===== src/rtl/dmem_ctrl_pkg.sv =====
// Shared RV32 definitions used by the data-memory controller:
// opcode and funct3 encodings plus the access alignment rule.
package dmem_ctrl_pkg;

    localparam logic [6:0] OPC_LOAD  = 7'b0000011;
    localparam logic [6:0] OPC_STORE = 7'b0100011;

    localparam logic [2:0] FUNCT3_B  = 3'b000;
    localparam logic [2:0] FUNCT3_H  = 3'b001;
    localparam logic [2:0] FUNCT3_W  = 3'b010;
    localparam logic [2:0] FUNCT3_BU = 3'b100;
    localparam logic [2:0] FUNCT3_HU = 3'b101;

    // Byte accesses are always aligned, halfwords need an even address,
    // everything else is treated as a full word.
    function automatic logic is_aligned(input logic [2:0] funct3, input logic [1:0] off);
        case (funct3)
            FUNCT3_B, FUNCT3_BU: is_aligned = 1'b1;
            FUNCT3_H, FUNCT3_HU: is_aligned = (off[0] == 1'b0);
            default:             is_aligned = (off == 2'b00);
        endcase
    endfunction

endpackage


===== src/rtl/dmem_ctrl_if.sv =====
// RAM-side request/acknowledge bus between the controller and the data RAM.
interface dmem_ctrl_if;

    logic        ram_req_out;
    logic        ram_we_out;
    logic [3:0]  ram_be_out;
    logic [31:0] ram_addr_out;
    logic [31:0] ram_wdata_out;
    logic        ram_ack_in;
    logic [31:0] ram_rdata_in;

    modport master (
        output ram_req_out, ram_we_out, ram_be_out, ram_addr_out, ram_wdata_out,
        input  ram_ack_in, ram_rdata_in
    );

    modport slave (
        input  ram_req_out, ram_we_out, ram_be_out, ram_addr_out, ram_wdata_out,
        output ram_ack_in, ram_rdata_in
    );

endinterface


===== src/rtl/dmem_lane_align.sv =====
// Combinational byte-lane steering: store byte enables and data replication,
// and right-justification of the returned load word.
module dmem_lane_align
    import dmem_ctrl_pkg::*;
(
    input  logic        is_store,
    input  logic [2:0]  funct3,
    input  logic [1:0]  st_off,
    input  logic [31:0] wdata,
    input  logic [1:0]  ld_off,
    input  logic [31:0] rdata,
    output logic [3:0]  be,
    output logic [31:0] st_data,
    output logic [31:0] ld_data
);

    // Select enables and replicate narrow store data across the word.
    always_comb begin
        // NOTE: every output gets a default first so no path can infer a latch.
        be      = 4'b1111;
        st_data = wdata;
        if (is_store) begin
            case (funct3)
                FUNCT3_B: begin
                    be      = 4'b0001 << st_off;
                    st_data = {4{wdata[7:0]}};
                end
                FUNCT3_H: begin
                    be      = 4'b0011 << st_off;
                    st_data = {2{wdata[15:0]}};
                end
                default: ;
            endcase
        end
        ld_data = rdata >> {ld_off, 3'b000};
    end

endmodule


===== src/rtl/dmem_ctrl.sv =====
// Data-memory controller for the RV32 memory stage: stalls the pipeline,
// issues one registered RAM request per load/store and reports misaligned
// accesses and RAM timeouts as single-cycle pulses.
module dmem_ctrl
    import dmem_ctrl_pkg::*;
#(
    parameter int unsigned TIMEOUT_CYCLES = 255
) (
    input  logic               clk,
    input  logic               rst,
    input  logic               valid_in,
    input  logic [6:0]         opcode_in,
    input  logic [2:0]         funct3_in,
    input  logic [31:0]        addr_in,
    input  logic [31:0]        wdata_in,
    output logic               stall_out,
    output logic [31:0]        ram_data_out,
    output logic               misalign_out,
    output logic               timeout_out,
    dmem_ctrl_if.master        bus
);

    typedef enum logic [1:0] {IDLE, ACCESS, DONE} state_t;

    localparam int CNT_W = $clog2(TIMEOUT_CYCLES + 1);
    localparam logic [CNT_W-1:0] CNT_LAST = CNT_W'(TIMEOUT_CYCLES - 1);

    state_t           state_q, state_d;
    logic [CNT_W-1:0] cnt_q;
    logic [1:0]       ld_off_q;
    logic             is_load_q;

    logic        is_store, is_access, aligned, start, misalign;
    logic        ack_ok, expire;
    logic [3:0]  be;
    logic [31:0] st_data, ld_data;

    assign is_store  = (opcode_in == OPC_STORE);
    assign is_access = valid_in && ((opcode_in == OPC_LOAD) || is_store);
    assign aligned   = is_aligned(funct3_in, addr_in[1:0]);
    assign start     = is_access && aligned;
    assign misalign  = is_access && !aligned;

    dmem_lane_align u_align (
        .is_store (is_store),
        .funct3   (funct3_in),
        .st_off   (addr_in[1:0]),
        .wdata    (wdata_in),
        .ld_off   (ld_off_q),
        .rdata    (bus.ram_rdata_in),
        .be       (be),
        .st_data  (st_data),
        .ld_data  (ld_data)
    );

    // Next-state, stall and completion decode; ack only counts in ACCESS,
    // and a late ack wins over an expiring counter.
    always_comb begin
        state_d   = state_q;
        stall_out = 1'b0;
        ack_ok    = 1'b0;
        expire    = 1'b0;
        case (state_q)
            IDLE: begin
                if (start) begin
                    stall_out = 1'b1;
                    state_d   = ACCESS;
                end
            end
            ACCESS: begin
                stall_out = 1'b1;
                if (bus.ram_ack_in) begin
                    ack_ok  = 1'b1;
                    state_d = DONE;
                end else if (cnt_q == CNT_LAST) begin
                    expire  = 1'b1;
                    state_d = DONE;
                end
            end
            DONE:    state_d = IDLE;
            default: state_d = IDLE;
        endcase
    end

    // State register.
    always_ff @(posedge clk) begin
        // NOTE: sequential state uses non-blocking assignments so every
        // register samples pre-edge values regardless of block ordering.
        if (rst) state_q <= IDLE;
        else     state_q <= state_d;
    end

    // Registered RAM bus, timeout counter, load result and error pulses.
    always_ff @(posedge clk) begin
        if (rst) begin
            cnt_q             <= '0;
            ld_off_q          <= 2'b00;
            is_load_q         <= 1'b0;
            bus.ram_req_out   <= 1'b0;
            bus.ram_we_out    <= 1'b0;
            bus.ram_be_out    <= 4'b0000;
            bus.ram_addr_out  <= 32'h0;
            bus.ram_wdata_out <= 32'h0;
            ram_data_out      <= 32'h0;
            misalign_out      <= 1'b0;
            timeout_out       <= 1'b0;
        end else begin
            misalign_out <= (state_q == IDLE) && misalign;
            timeout_out  <= expire;
            case (state_q)
                IDLE: begin
                    cnt_q <= '0;
                    if (start) begin
                        bus.ram_req_out   <= 1'b1;
                        bus.ram_we_out    <= is_store;
                        bus.ram_be_out    <= be;
                        bus.ram_addr_out  <= {addr_in[31:2], 2'b00};
                        bus.ram_wdata_out <= st_data;
                        ld_off_q          <= addr_in[1:0];
                        is_load_q         <= !is_store;
                    end
                    if (misalign) ram_data_out <= 32'h0;
                end
                ACCESS: begin
                    if (ack_ok) begin
                        bus.ram_req_out <= 1'b0;
                        if (is_load_q) ram_data_out <= ld_data;
                    end else if (expire) begin
                        bus.ram_req_out <= 1'b0;
                        ram_data_out    <= 32'h0;
                    end else begin
                        cnt_q <= cnt_q + 1'b1;
                    end
                end
                default: ;
            endcase
        end
    end

endmodule

===== src/flat_wrapper.sv =====
// flat-port wrapper written by rule: the top's interface ports become plain ports
module dmem_ctrl_flat import dmem_ctrl_pkg::*;
#(
    parameter int unsigned TIMEOUT_CYCLES = 255
)
  (clk, rst, valid_in, opcode_in, funct3_in, addr_in, wdata_in, stall_out, ram_data_out, misalign_out, timeout_out, bus_ram_req_out, bus_ram_we_out, bus_ram_be_out, bus_ram_addr_out, bus_ram_wdata_out, bus_ram_ack_in, bus_ram_rdata_in);
  dmem_ctrl_if bus_i ();
  input  logic clk;
  input  logic rst;
  input  logic valid_in;
  input  logic [6:0] opcode_in;
  input  logic [2:0] funct3_in;
  input  logic [31:0] addr_in;
  input  logic [31:0] wdata_in;
  output logic stall_out;
  output logic [31:0] ram_data_out;
  output logic misalign_out;
  output logic timeout_out;
  output wire logic [$bits(bus_i.ram_req_out)-1:0] bus_ram_req_out;
  output wire logic [$bits(bus_i.ram_we_out)-1:0] bus_ram_we_out;
  output wire logic [$bits(bus_i.ram_be_out)-1:0] bus_ram_be_out;
  output wire logic [$bits(bus_i.ram_addr_out)-1:0] bus_ram_addr_out;
  output wire logic [$bits(bus_i.ram_wdata_out)-1:0] bus_ram_wdata_out;
  input wire logic [$bits(bus_i.ram_ack_in)-1:0] bus_ram_ack_in;
  input wire logic [$bits(bus_i.ram_rdata_in)-1:0] bus_ram_rdata_in;
  assign bus_ram_req_out = bus_i.ram_req_out;
  assign bus_ram_we_out = bus_i.ram_we_out;
  assign bus_ram_be_out = bus_i.ram_be_out;
  assign bus_ram_addr_out = bus_i.ram_addr_out;
  assign bus_ram_wdata_out = bus_i.ram_wdata_out;
  assign bus_i.ram_ack_in = bus_ram_ack_in;
  assign bus_i.ram_rdata_in = bus_ram_rdata_in;
  dmem_ctrl #(.TIMEOUT_CYCLES(TIMEOUT_CYCLES)) u_core (.clk(clk), .rst(rst), .valid_in(valid_in), .opcode_in(opcode_in), .funct3_in(funct3_in), .addr_in(addr_in), .wdata_in(wdata_in), .stall_out(stall_out), .ram_data_out(ram_data_out), .misalign_out(misalign_out), .timeout_out(timeout_out), .bus(bus_i));
endmodule

===== config.mk =====
export PLATFORM = sky130hd
export DESIGN_NAME = dmem_ctrl_flat
export DESIGN_NICKNAME = d
export VERILOG_FILES = /design/src/rtl/dmem_ctrl_pkg.sv /design/src/rtl/dmem_ctrl_if.sv /design/src/rtl/dmem_lane_align.sv /design/src/rtl/dmem_ctrl.sv /design/src/flat_wrapper.sv
export SDC_FILE = /design/constraint.sdc
export NUM_CORES = 1
export LEC_CHECK = 0
export CAP_MARGIN = 20
export CORE_ASPECT_RATIO = 2
export CORE_MARGIN = 4
export CORE_UTILIZATION = 47
export DETAILED_ROUTE_END_ITERATION = 10
export PLACE_DENSITY = 0.91
export SLEW_MARGIN = 5
export SYNTH_ARGS = -nofsm -noshare
export SYNTH_HDL_FRONTEND = slang
export SYNTH_SLANG_ARGS = --single-unit
export TNS_END_PERCENT = 20

===== constraint.sdc =====
create_clock -name clk -period 6.2 [get_ports clk]
set_clock_uncertainty 0.2 [all_clocks]
set_input_delay 1.86 -clock clk [delete_from_list [all_inputs] [get_ports clk]]
set_output_delay 1.86 -clock clk [all_outputs]
set_load 0.1 [all_outputs]

# --- After elaboration in Yosys (flattened, before gate mapping) ---
# Cells that the tools add are included.
op_classes:
  add_sub_neg: 1
  n_eq_ne: 14
  shift: 3
  n_mux: 28
  bitwise: 1
  reduce_logical: 18
op_table:
  columns: ["operator", "count"]
  rows:
  - ["two-way mux 32 bit", 5]
  - ["one-hot mux 32 bit (2 select lines)", 2]
  - ["right shift 32 x 5 -> 32 bit", 1]
  - ["two-way mux 8 bit", 2]
  - ["one-hot mux 8 bit (2 select lines)", 1]
  - ["two-way mux 1 bit", 9]
  - ["adder 8 x 1 -> 8 bit, second input constant", 1]
  - ["== test 8 bit, second input constant", 1]
  - ["one-hot mux 4 bit (2 select lines)", 1]
  - ["== test 7 x 2 -> 1 bit, second input constant", 1]
  - ["== test 7 x 6 -> 1 bit, second input constant", 1]
  - ["== test 3 bit, second input constant", 2]
  - ["two-way mux 2 bit", 3]
  - ["inequality test 3 x 2 -> 1 bit, second input constant", 2]
  - ["one-hot mux 1 bit (2 select lines)", 3]
  - ["AND reduction 3 bit", 2]
  - ["logical AND 1 bit", 4]
  - ["logical NOT 2 bit", 2]
  - ["two-way mux 4 bit", 1]
  - ["inequality test 2 x 1 -> 1 bit, second input constant", 2]
  - ["inequality test 2 bit, second input constant", 2]
  - ["one-hot mux 2 bit (2 select lines)", 1]
  - ["AND reduction 2 bit", 2]
  - ["AND reduction 4 bit", 1]
  - ["11 further kinds", 13]
totals:
  register_bits: 115
  output_inout_bits: 105
  wordCells: 77

# --- Longest topological paths before layout ---
# Gate-level depths: netlist (run 1).
depth:
  depth_word: 7
  depth_mapped: 7

# --- By module ---
# From an unflattened synthesis (run 1), not the netlist that was laid out.
unflattened:
  hier_cells: 596
  area_unflattened_um2: 5385.2
modules_own_cells:
  columns: ["mod", "n_inst", "cells_each", "area_per_inst_um2"]
  rows:
  - ["dmem_ctrl", 1, 478, 4365.4]
  - ["dmem_lane_align", 1, 118, 1019.7]

# --- Worst setup path before layout (run 1) ---
# Ideal clock, no wire load.
synth_timing:
  kind: "input to output"
  startpoint: "input opcode_in[4]"
  endpoint: "output stall_out"
  t_arrival_ns: 3.807
  slack_ns: 0.333
  path_stages: 5
  n_path_buf: 1
  cell_sequence: "nor4bb_1 clkbuf_1 and2_1 a21oi_1 nor2_1"
synth_via:
  elab_chain_len: 6
synth_lines:
  columns: ["item", "line_no", "text"]
  rows:
  - ["start, declared", "flat_wrapper.sv:11", "input logic [6:0] opcode_in;"]
  - ["== test 7 x 2 -> 1 bit / == test 7 x 6 -> 1 bit (equally long branches)", "dmem_ctrl.sv:39, dmem_ctrl.sv:38", null]
  - ["logical OR 1 bit *", "dmem_ctrl.sv:39", "assign is_access = valid_in && ((opcode_in == OPC_LOAD) || is_store);"]
  - ["logical AND 1 bit *", "dmem_ctrl.sv:39", null]
  - ["logical AND 1 bit *", "dmem_ctrl.sv:41", "assign start = is_access && aligned;"]
  - ["two-way mux 1 bit *", "dmem_ctrl.sv:65", "if (start) begin"]
  - ["one-hot mux 1 bit (2 select lines) *", "dmem_ctrl.sv:63", "case (state_q)"]
  - ["end, declared", "flat_wrapper.sv:15", "output logic stall_out;"]
# Every way passes the cells marked *; elsewhere a longest branch is shown, timed or not.

# --- Final worst setup path (run 1) ---
layout_timing:
  startpoint: "input opcode_in[0]"
  endpoint: "output stall_out"
# The elaborated chain is that of the path after synthesis.

==> flow_metrics.py, run 1 <==
metrics = {
    "yosys": {
        "muxShareOfSynthArea_pct": 14.48,
        "ys_seq_elements": 115,
        "synth-compound-area-share_pct": 15.58,
        "synth_top_cell_by_area": "sky130_fd_sc_hd__dfxtp_1",
        "post-synth-top-area-fraction_pct": 43.82,
        "synth_xor_xnor_area_share_pct": 0.1667,
        "synth_top_family_by_area": "simple AND/OR/NAND/NOR gates",
        "yosysWarnings": 0,
        "synthFlopType": "sky130_fd_sc_hd__dfxtp_1",
        "syn_std_cell_area_um2": 5254,
        "synth_cells": 614,
        "synth.distinct_cells": 46,
        "ys_async_sr_fraction_pct": 0,
        "ys_seq_area_share_pct": 43.82,
        "yosys.area_share.adder_pct": 0.4763,
        "syn_avg_cell_area_um2": 8.557,
        "post_synthesis_share_of_cell_area_spent_on_and_or_nand_and_nor_gates_pct": 20.81,
        "post_synth_main_area_contributors": "sky130_fd_sc_hd__dfxtp_1 (44%), sky130_fd_sc_hd__mux2i_1 (11%), sky130_fd_sc_hd__nand2_1 (9.7%)",
        "edff_count_synth": 0,
    },
    "timing": {
        "setup_tns_ns": 0,
        "timing.final.crit_share_pct": 88.84,
        "layout_setup_ws_ns": 0.6917,
        "setup_viol_count_final": 0,
        "max_slew.worst_pin.slew_ns": 1.093,
        "final_period_minus_worst_setup_slack_ns": 5.508,
        "worst_slew_margin_rel_pct": 27.11,
        "clock.fmax_mhz": 181.5,
        "final-max-slew-violation-count": 0,
        "rsz0062_at_grt": "false",
        "report.final.hold_viol_count": 0,
    },
    "cells_and_area": {
        "layout-area-overhead-vs-synth_pct": 51.85,
        "num-nets-final": 916,
        "drive_above_1_share_pct": 6.977,
        "finish.utilization_pct": 72.89,
        "final_cell_count_no_fill": 957,
        "number_of_inserted_diodes": 0,
    },
    "placement": {
        "dp_cells": 925,
        "numPortBuffers": 212,
        "place_ws_ns": 0.7267,
        "finalWeightedCongestion": 0.8378,
        "dp.final_hpwl_um": 13010,
    },
    "route": {
        "detailroute.via_count": 5308,
        "detail_route.vias_per_cell": 5.546,
        "totalWireLength_um": 17610,
        "dr.first_iter.drc_count": 254,
        "ant_nets": 0,
        "route.detailed.drc": 0,
        "route.detailed.wl_per_inst_um": 18.40,
        "drtPass1Iterations": 9,
    },
    "critical_path": {
        "critical-path-top-delay-family": "buffers and inverters",
        "worstPathBufferInverterCount": 3,
        "worstPathArrival_ns": 3.45,
        "setup.worst_path.end_class": "output port",
        "timing.critical_path.required_ns": 4.14,
        "cp_launch_type": "input port",
        "critical_path_cell_list": "clkdlybuf4s50_1 > nor4bb_1 > buf_4 > and2_1 > a21oi_1 > nor2_1 > buf_12",
        "critPathMaxStageDelay_ns": 0.47,
        "critical_path.max_fanout": 8,
        "cpMaxStageDelayCell": "sky130_fd_sc_hd__clkdlybuf4s50_1",
        "criticalPathCategory": "in -> out",
    },
    "die": {
        "initial_utilization_pct": 48.00,
        "placeableCoreArea_um2": 10950,
        "die-height_um": 157.5,
        "core.rowCount": 54,
        "dieArea_um2": 13040,
        "ioPinCount": 215,
        "die_w_um": 82.76,
    },
    "clocking": {
        "cts-hold-fix-buffers": 0,
        "cts-buffers-inserted": 17,
        "clock_tree.htree_level_count": 4,
        "cts_tree": "yes",
        "clockRootBuffer": "sky130_fd_sc_hd__clkbuf_16",
        "clock_insertion_delay_worst_skew_ns": 0.40,
        "clk_transition_reported_paths_ns": 0.05,
        "post_cts_buffers": 0,
        "ctsLongestPathBuffers": 2,
        "postCtsResizedCells": 0,
        "cts.sinks": 115,
    },
    "global_routing": {
        "grt_overflow": 0,
        "antenna_found_initial": 0,
        "grt_pass1_wl_um": 26750,
        "grt_start_max_net_pins": 113,
        "grt_pass1_vias": 5496,
        "gr-usage-all-layers_pct": 27.07,
    },
    "power": {
        "power.clock.fraction_pct": 51.0,
        "pwr-share-comb_pct": 7.8,
        "power.internal_mw": 1.418,
        "p_sw_share_pct": 21.41,
        "seq_power_share_pct": 41.1,
        "total_power_mw": 1.804,
        "switching_power_mw": 0.3862,
        "p_per_area_nw_per_um2": 226.2,
        "vdd_drop_max_mv": 0.3292,
        "total_leakage_power_nw": 2.700,
    },
    "outcome": {
        "outcome": "complete, no violations",
    },
    "min_path": {
        "hold_path.class": "reg -> reg",
    },
    "flow_run": {
        "drv_cap": 0,
    },
}
synth_stat cells (2+ instances only):
| cell type | n |
|---|---|
| sky130_fd_sc_hd__nand2_1 | 136 |
| sky130_fd_sc_hd__nand3_1 | 5 |
| sky130_fd_sc_hd__o22ai_1 | 2 |
| sky130_fd_sc_hd__inv_1 | 3 |
| sky130_fd_sc_hd__nand2b_1 | 28 |
| sky130_fd_sc_hd__and4_1 | 2 |
| sky130_fd_sc_hd__dfxtp_1 | 115 |
| sky130_fd_sc_hd__mux2_1 | 6 |
| sky130_fd_sc_hd__o211ai_1 | 10 |
| sky130_fd_sc_hd__mux2_2 | 10 |
| sky130_fd_sc_hd__nor2b_1 | 9 |
| sky130_fd_sc_hd__buf_2 | 10 |
| sky130_fd_sc_hd__and2_1 | 2 |
| sky130_fd_sc_hd__ha_1 | 2 |
| sky130_fd_sc_hd__o31ai_1 | 2 |
| sky130_fd_sc_hd__clkbuf_1 | 35 |
| sky130_fd_sc_hd__nor3_1 | 9 |
| sky130_fd_sc_hd__o21ai_0 | 6 |
| sky130_fd_sc_hd__nor2_1 | 31 |
| sky130_fd_sc_hd__nor4bb_1 | 2 |
| sky130_fd_sc_hd__a21oi_1 | 67 |
| sky130_fd_sc_hd__a211oi_1 | 9 |
| sky130_fd_sc_hd__o2bb2ai_1 | 8 |
| sky130_fd_sc_hd__buf_4 | 4 |
| sky130_fd_sc_hd__o211a_1 | 2 |
| sky130_fd_sc_hd__or4_1 | 2 |
| sky130_fd_sc_hd__o221ai_1 | 16 |
| sky130_fd_sc_hd__buf_1 | 2 |
| sky130_fd_sc_hd__or3_1 | 3 |
| sky130_fd_sc_hd__nor3b_1 | 2 |
| sky130_fd_sc_hd__nand4_1 | 2 |
| sky130_fd_sc_hd__mux2i_1 | 58 |
worst min-delay path: stages (launching register included):
cell and delay, ns:
sky130_fd_sc_hd__dfxtp_1 0.30, sky130_fd_sc_hd__nand2_1 0.05, sky130_fd_sc_hd__a21oi_1 0.05
stage by stage:
stage	area, um2	hold slack [ns]
after floorplan	5258	0.2654
after global placement	7415	0.2368
after detailed placement	7415	0.2470
after CTS	7978	0.2552
after global routing	7978	0.2668
final	7978	0.2503
final cells by class:
type | instances | area [um2]
fill | 804 | 2968
multi-input combinational | 445 | 2721
inverter | 3 | 11.26
tap | 140 | 175.2
clock buffer | 22 | 454.2
clock inverter | 10 | 108.9
sequential | 115 | 2302
timing repair buffer | 222 | 2205
worst paths after layout:
path,to,cells after the start,startpoint,slack (ns)
max reg2reg,u_core.bus.ram_wdata_out[18],5,u_core.state_q[1],3.70
max,stall_out,7,opcode_in[0],0.69
min reg2reg,u_core.bus.ram_addr_out[15],2,u_core.bus.ram_addr_out[15],0.25
min,u_core.bus.ram_addr_out[15],2,u_core.bus.ram_addr_out[15],0.25
cells in the final DEF, fill, tap and decap left out, types with 8 or more instances in the layout:
cell / instances
sky130_fd_sc_hd__clkdlybuf4s50_1: 210
sky130_fd_sc_hd__nand2_1: 136
sky130_fd_sc_hd__dfxtp_1: 115
sky130_fd_sc_hd__a21oi_1: 67
sky130_fd_sc_hd__mux2i_1: 58
sky130_fd_sc_hd__nor2_1: 31
sky130_fd_sc_hd__nand2b_1: 28
sky130_fd_sc_hd__clkbuf_16: 17
sky130_fd_sc_hd__o221ai_1: 16
sky130_fd_sc_hd__buf_4: 11
sky130_fd_sc_hd__o211ai_1: 10
sky130_fd_sc_hd__mux2_2: 10
sky130_fd_sc_hd__a211oi_1: 9
sky130_fd_sc_hd__nor3_1: 9
sky130_fd_sc_hd__nor2b_1: 9
sky130_fd_sc_hd__o2bb2ai_1: 8
state kept, by name (all words and copies together), names as in the netlist, 2 cells and up:
| name | cells |
|---|---|
| u_core.bus.ram_wdata_out | 32 |
| u_core.bus.ram_addr_out | 30 |
| u_core.state_q | 2 |
| u_core.cnt_q | 8 |
| u_core.bus.ram_be_out | 4 |
| u_core.ram_data_out | 32 |
| u_core.ld_off_q | 2 |
layer usage:
layer  vias to the layer above  part of all wire (%)  GRT usage [%]
met2                       251                    55          48.51
met1                      2494                    32          25.31
met3                        56                   7.9          8.305
met4                         0                   5.0          17.85
met5                         -                     0              0
li1                       2507                     -              -
power groups by stage:
| stage | Combinational, mW | Clock (mW) | Sequential, mW |
|---|---|---|---|
| floorplan | 0.0435 | 0 | 0.765 |
| global placement | 0.137 | 0 | 0.757 |
| detailed placement | 0.140 | 0 | 0.757 |
| CTS | 0.141 | 0.936 | 0.742 |
| global route | 0.149 | 0.972 | 0.741 |
| finish | 0.142 | 0.921 | 0.742 |
cells by family after synthesis:
family | count (synthesis)
XOR/XNOR | 1
multiplexers | 74
other | 1
AO/OA/AOI/OAI | 127
AND/OR/NAND/NOR | 239
buffers and inverters | 55
flip-flops | 115
adder cells (fa/ha/maj) | 2
Power figures use the tool's default switching activity.
==> run 2: changes to the inputs <==
ABC_AREA = 1   (was not set)
ABC_CLOCK_PERIOD_IN_PS = 6200   (was not set)
CORE_UTILIZATION = 48   (was 47)
GPL_TIMING_DRIVEN = 1   (was not set)
==> flow_metrics.py, run 2 <==
metrics = {
    "outcome": {
        "outcome": "complete, no violations",
    },
    "clocking": {
        "cts-hold-fix-buffers": 0,
        "clock_insertion_delay_worst_skew_ns": 0.41,
        "clockRootBuffer": "sky130_fd_sc_hd__clkbuf_16",
        "ctsLongestPathBuffers": 2,
        "cts_tree": "yes",
        "cts-buffers-inserted": 17,
        "post_cts_buffers": 0,
        "postCtsResizedCells": 0,
        "cts.sinks": 115,
        "clock_tree.htree_level_count": 4,
        "clk_transition_reported_paths_ns": 0.06,
    },
    "timing": {
        "rsz0062_at_grt": "false",
        "max_slew.worst_pin.slew_ns": 1.051,
        "worst_slew_margin_rel_pct": 29.69,
        "timing.final.crit_share_pct": 84.80,
        "setup_tns_ns": 0,
        "layout_setup_ws_ns": 0.9422,
        "final_period_minus_worst_setup_slack_ns": 5.258,
        "final-max-slew-violation-count": 0,
        "clock.fmax_mhz": 190.2,
        "fin_worst_hold_slack_ns": 0.2621,
        "report.final.hold_viol_count": 0,
        "setup_viol_count_final": 0,
    },
    "min_path": {
        "hold_path_startpoint": "u_core.bus.ram_wdata_out[22]",
        "hold-path-endpoint": "u_core.bus.ram_wdata_out[22]",
        "hold_path.class": "reg -> reg",
        "min_delay_path_depth": 2,
    },
    "critical_path": {
        "setup.worst_path.end_class": "output port",
        "worst_path_most_repeated_cell": "sky130_fd_sc_hd__nand2_1",
        "timing.critical_path.required_ns": 4.14,
        "r2r-start": "u_core.ld_off_q[0]",
        "timing.critical_path.from": "addr_in[1]",
        "reg2reg_slack_ns": 2.92,
        "cpMaxStageDelayCell": "sky130_fd_sc_hd__clkdlybuf4s50_1",
        "critical_path.max_fanout": 4,
        "worst_r2r_path_depth": 5,
        "cp_launch_type": "input port",
        "criticalPathCategory": "in -> out",
        "critical_path_cell_list": "clkdlybuf4s50_1 > inv_1 > nand2_1 > nand2_1 > nand2_1 > inv_1 > nand3_2 > nand2_1 > buf_12",
        "critPathMaxStageDelay_ns": 0.53,
        "worstPathArrival_ns": 3.20,
        "regToRegEndpoint": "u_core.ram_data_out[1]",
    },
    "placement": {
        "dp.final_hpwl_um": 13890,
        "finalWeightedCongestion": 0.9298,
        "place_area_um2": 7955,
        "numPortBuffers": 212,
        "place_ws_ns": 0.9357,
    },
    "yosys": {
        "syn_std_cell_area_um2": 5829,
        "synth_top_cell_by_area": "sky130_fd_sc_hd__dfxtp_1",
        "synth.distinct_cells": 29,
        "muxShareOfSynthArea_pct": 0,
        "ys_seq_area_share_pct": 39.49,
        "post_synth_main_area_contributors": "sky130_fd_sc_hd__dfxtp_1 (39%), sky130_fd_sc_hd__nand2_1 (24%), sky130_fd_sc_hd__a21oi_1 (7.0%)",
        "synth_xor_xnor_area_share_pct": 0.1502,
        "synth_top_family_by_area": "simple AND/OR/NAND/NOR gates",
        "synth.cells.most_frequent": "sky130_fd_sc_hd__nand2_1 (376), sky130_fd_sc_hd__dfxtp_1 (115), sky130_fd_sc_hd__a21oi_1 (82), sky130_fd_sc_hd__inv_1 (81), sky130_fd_sc_hd__nand3_1 (73)",
        "ys_seq_elements": 115,
        "synth_cells": 935,
        "yosys.area_share.adder_pct": 0.4293,
        "yosysWarnings": 0,
        "synth-compound-area-share_pct": 9.916,
        "ys_async_sr_fraction_pct": 0,
        "syn_avg_cell_area_um2": 6.235,
        "edff_count_synth": 0,
        "synth.most_common_cell": "sky130_fd_sc_hd__nand2_1",
        "post_synthesis_share_of_cell_area_spent_on_and_or_nand_and_nor_gates_pct": 39.71,
        "post-synth-top-area-fraction_pct": 39.49,
        "synthFlopType": "sky130_fd_sc_hd__dfxtp_1",
    },
    "cells_and_area": {
        "fillCellCount": 905,
        "finalInstanceArea_um2": 8546,
        "num-nets-final": 1231,
        "layout-area-overhead-vs-synth_pct": 46.60,
        "most-common-layout-cells": "sky130_fd_sc_hd__nand2_1 (376), sky130_fd_sc_hd__clkdlybuf4s50_1 (210), sky130_fd_sc_hd__dfxtp_1 (115)",
        "final_common_cell": "sky130_fd_sc_hd__nand2_1",
        "drive_above_1_share_pct": 4.770,
        "reg_top3": "u_core.bus.ram_wdata_out: 32 flops, u_core.ram_data_out: 32 flops, u_core.bus.ram_addr_out: 30 flops",
        "number_of_inserted_diodes": 0,
    },
    "power": {
        "p_sw_share_pct": 24.93,
        "seq_power_share_pct": 39.1,
        "total_leakage_power_nw": 3.553,
        "total_power_mw": 1.901,
        "vdd_drop_max_mv": 0.2275,
        "power.internal_mw": 1.427,
        "power.clock.fraction_pct": 50.9,
        "switching_power_mw": 0.4740,
        "p_per_area_nw_per_um2": 222.5,
        "pwr-share-comb_pct": 10.0,
    },
    "global_routing": {
        "gr-usage-all-layers_pct": 26.92,
        "grt_pass1_vias": 6200,
        "grt_start_max_net_pins": 72,
        "grt_overflow": 0,
        "antenna_found_initial": 0,
        "grt_pass1_wl_um": 29860,
    },
    "route": {
        "drtPass1Iterations": 6,
        "route.detailed.drc": 0,
        "totalWireLength_um": 19280,
        "ant_nets": 0,
        "route.detailed.wl_per_inst_um": 15.10,
        "dr.first_iter.drc_count": 310,
        "detailroute.via_count": 6662,
        "detail_route.vias_per_cell": 5.217,
    },
    "die": {
        "placeableCoreArea_um2": 11840,
        "ioPinCount": 215,
        "core.rowCount": 56,
        "die_w_um": 85.93,
        "dieArea_um2": 14080,
        "initial_utilization_pct": 49.23,
        "die-height_um": 163.9,
    },
    "flow_run": {
        "drv_cap": 0,
    },
}
## run 2: worst max-delay path by stage
| stage | end | slack, ns |
|---|---|---|
| after floorplan | stall_out | 0.82 |
| after global placement | stall_out | 0.97 |
| after detailed placement | stall_out | 0.94 |
| after CTS | stall_out | 0.93 |
| after global routing | stall_out | 0.81 |
| final | stall_out | 0.94 |
## run 2: power by group through the flow
stage	clock, mW	combinational, mW	sequential [mW]
after floorplan	0	0.0673	0.783
after global placement	0	0.185	0.760
after detailed placement	0	0.186	0.760
after CTS	0.979	0.188	0.744
after global routing	1.01	0.204	0.744
final	0.967	0.190	0.744
## run 2: cells by family (layout without fill, tap and decap cells)
group,after synthesis,count (layout)
AOI/OAI and AO/OA,110,110
DFF,115,115
adders and majority gates,2,2
xor gates and xnor gates,1,1
and+or+nand+nor,558,558
other,1,2
buffers and inverters,148,344
## run 2: cell type report
cell class	count	area (um2)	area share [%]
Multi-Input combinational cell	673	2939	34.39
Clock buffer	18	429.2	5.022
Sequential cell	115	2302	26.94
Inverter	90	337.8	3.953
Timing Repair Buffer	222	2202	25.77
Clock inverter	14	153.9	1.801
Tap cell	145	181.4	2.123
## run 2: worst max-delay path, delay by kind of cell
family | cells | cell delay [ns]
buffers and inverters | 4 | 0.86
and+or+nand+nor | 5 | 0.48
## run 2: per-stage QoR
stage	utilization (%)	std cells
5_1_grt	72.17	1277
2_1_floorplan	-	936
3_3_place_gp	67.18	1244
6_report	72.17	1277
4_1_cts	72.10	1276
3_5_place_dp	67.18	1244
## run 2: per-layer routing
layer	GRT usage, %	wire (um)	vias up
li1	-	-	3326
met3	8.484	1875	66
met4	15.49	999	0
met1	27.06	6517	2946
met5	0	0	-
met2	47.75	9885	324
==> run 3: changes to the inputs <==
ABC_CLOCK_PERIOD_IN_PS = 5100   (was 6200)
CORE_UTILIZATION = 45   (was 48)
PLACE_DENSITY = 0.86   (was 0.91)
clock period = 5.1 ns   (was 6.2 ns; I/O delays follow)
==> flow_metrics.py, run 3 (synthesis results as in run 2) <==
metrics = {
    "timing": {
        "fin_worst_hold_slack_ns": 0.2628,
        "rsz0062_at_grt": "false",
        "setup_viol_count_final": 0,
        "report.final.hold_viol_count": 0,
        "timing.final.crit_share_pct": 89.81,
        "layout_setup_ws_ns": 0.5198,
        "final_period_minus_worst_setup_slack_ns": 4.580,
        "max_slew.worst_pin.slew_ns": 1.048,
        "worst_slew_margin_rel_pct": 30.05,
        "clock.fmax_mhz": 218.3,
        "final-max-slew-violation-count": 0,
        "setup_tns_ns": 0,
    },
    "global_routing": {
        "grt_start_max_net_pins": 72,
        "antenna_found_initial": 0,
        "grt_overflow": 0,
        "grt_pass1_vias": 6300,
        "gr-usage-all-layers_pct": 25.80,
        "grt_pass1_wl_um": 30020,
    },
    "cells_and_area": {
        "layout-area-overhead-vs-synth_pct": 46.02,
        "reg_top3": "u_core.bus.ram_wdata_out: 32 flops, u_core.ram_data_out: 32 flops, u_core.bus.ram_addr_out: 30 flops",
        "num-nets-final": 1231,
        "final-seq-area_um2": 2302,
        "fillCellCount": 1100,
        "number_of_inserted_diodes": 0,
        "final_common_cell": "sky130_fd_sc_hd__nand2_1",
        "multi_input_combinational_cell_area_um2": 2939,
        "drive_above_1_share_pct": 4.859,
        "most-common-layout-cells": "sky130_fd_sc_hd__nand2_1 (376), sky130_fd_sc_hd__clkdlybuf4s50_1 (210), sky130_fd_sc_hd__dfxtp_1 (115)",
    },
    "power": {
        "p_per_area_nw_per_um2": 261.4,
        "power.internal_mw": 1.647,
        "pwr-share-comb_pct": 10.3,
        "p_sw_share_pct": 25.98,
        "total_leakage_power_nw": 3.515,
        "power.clock.fraction_pct": 49.1,
        "vdd_drop_max_mv": 0.2595,
        "switching_power_mw": 0.5779,
        "total_power_mw": 2.225,
        "seq_power_share_pct": 40.7,
    },
    "route": {
        "detailroute.via_count": 6593,
        "wl_met3_um": 1458,
        "ant_nets": 0,
        "detail_route.vias_per_cell": 5.143,
        "dr.first_iter.drc_count": 253,
        "drtPass1Iterations": 5,
        "route.detailed.wl_per_inst_um": 14.97,
        "highest-signal-layer": "met4",
        "route.detailed.drc": 0,
        "met2RoutedLength_um": 10090,
        "wl_met1_um": 6849,
        "totalWireLength_um": 19190,
    },
    "critical_path": {
        "setup.worst_path.end_class": "output port",
        "timing.critical_path.required_ns": 3.37,
        "critical_path.max_fanout": 4,
        "worst_path_most_repeated_cell": "sky130_fd_sc_hd__nand2_1",
        "critical_path_cell_list": "clkdlybuf4s50_1 > inv_1 > nand2_1 > nand2_1 > nand2_1 > inv_1 > nand3_2 > nand2_1 > buf_12",
        "criticalPathCategory": "in -> out",
        "cp_launch_type": "input port",
        "critPathMaxStageDelay_ns": 0.47,
        "r2r-start": "u_core.ld_off_q[0]",
        "cpMaxStageDelayCell": "sky130_fd_sc_hd__clkdlybuf4s50_1",
        "worstPathArrival_ns": 2.85,
        "timing.critical_path.from": "addr_in[1]",
        "worst_r2r_path_depth": 7,
    },
    "placement": {
        "finalWeightedCongestion": 0.9315,
        "numPortBuffers": 212,
        "place_ws_ns": 0.4912,
        "dp.final_hpwl_um": 14080,
    },
    "clocking": {
        "clockRootBuffer": "sky130_fd_sc_hd__clkbuf_16",
        "clock_insertion_delay_worst_skew_ns": 0.40,
        "cts_tree": "yes",
        "cts.sinks": 115,
        "ctsLongestPathBuffers": 2,
        "clk_transition_reported_paths_ns": 0.06,
        "postCtsResizedCells": 0,
        "cts-hold-fix-buffers": 0,
        "cts-buffers-inserted": 17,
        "post_cts_buffers": 0,
        "clock_tree.htree_level_count": 4,
    },
    "die": {
        "core.rowCount": 58,
        "ioPinCount": 215,
        "initial_utilization_pct": 46.17,
        "placeableCoreArea_um2": 12630,
        "die_w_um": 88.48,
        "dieArea_um2": 14950,
        "die-height_um": 169.0,
    },
    "min_path": {
        "min_delay_path_depth": 2,
        "hold_path_startpoint": "u_core.bus.ram_wdata_out[21]",
        "hold_path.class": "reg -> reg",
    },
    "outcome": {
        "outcome": "complete, no violations",
    },
    "flow_run": {
        "drv_cap": 0,
    },
}
run 3: cell count changes in the layout (fill, tap and decap cells not counted), sizes merged:
cell	change
bufinv	-2
clkinvlp	+6
inv	+1
clkinv	-5
run 3: path summary, 6_finish.rpt:
kind,end,slack [ns]
max,stall_out,0.52
min,u_core.bus.ram_wdata_out[21],0.26
max reg2reg,u_core.ram_data_out[7],2.04
min reg2reg,u_core.bus.ram_wdata_out[21],0.26
run 3: power groups by stage:
stage	sequential, mW	clock [mW]	combinational, mW
4_1_cts	0.905	1.11	0.228
5_1_grt	0.905	1.15	0.247
3_3_place_gp	0.924	0	0.225
6_report	0.905	1.09	0.228
2_1_floorplan	0.951	0	0.0819
3_5_place_dp	0.924	0	0.226
run 3: metal layers:
metal  global-route usage, %  up-vias
li1                        -     3326
met1                   26.41     2920
met2                   46.69      296
met3                   6.868       51
met4                   12.57        0
met5                       0        -
run 3: critical path: cells and delay by family:
kind	cells	cell delay, ns
AND/OR/NAND/NOR	5	0.45
buffers and inverters	4	0.85
run 3: stage by stage:
step	utilization, %	area, um2	instances
floorplan	-	5833	936
global placement	63.11	7969	1250
detailed placement	63.11	7969	1250
CTS	67.41	8512	1282
global route	67.41	8512	1282
finish	67.41	8512	1282
run 3: layout make-up:
cell class / count / share of cell area, %
clock buffer: 18 / 5.159
clock inverter: 14 / 1.220
inverter: 90 / 3.969
multi-input combinational: 673 / 34.53
sequential: 115 / 27.05
tap: 150 / 2.205
timing repair buffer: 222 / 25.87
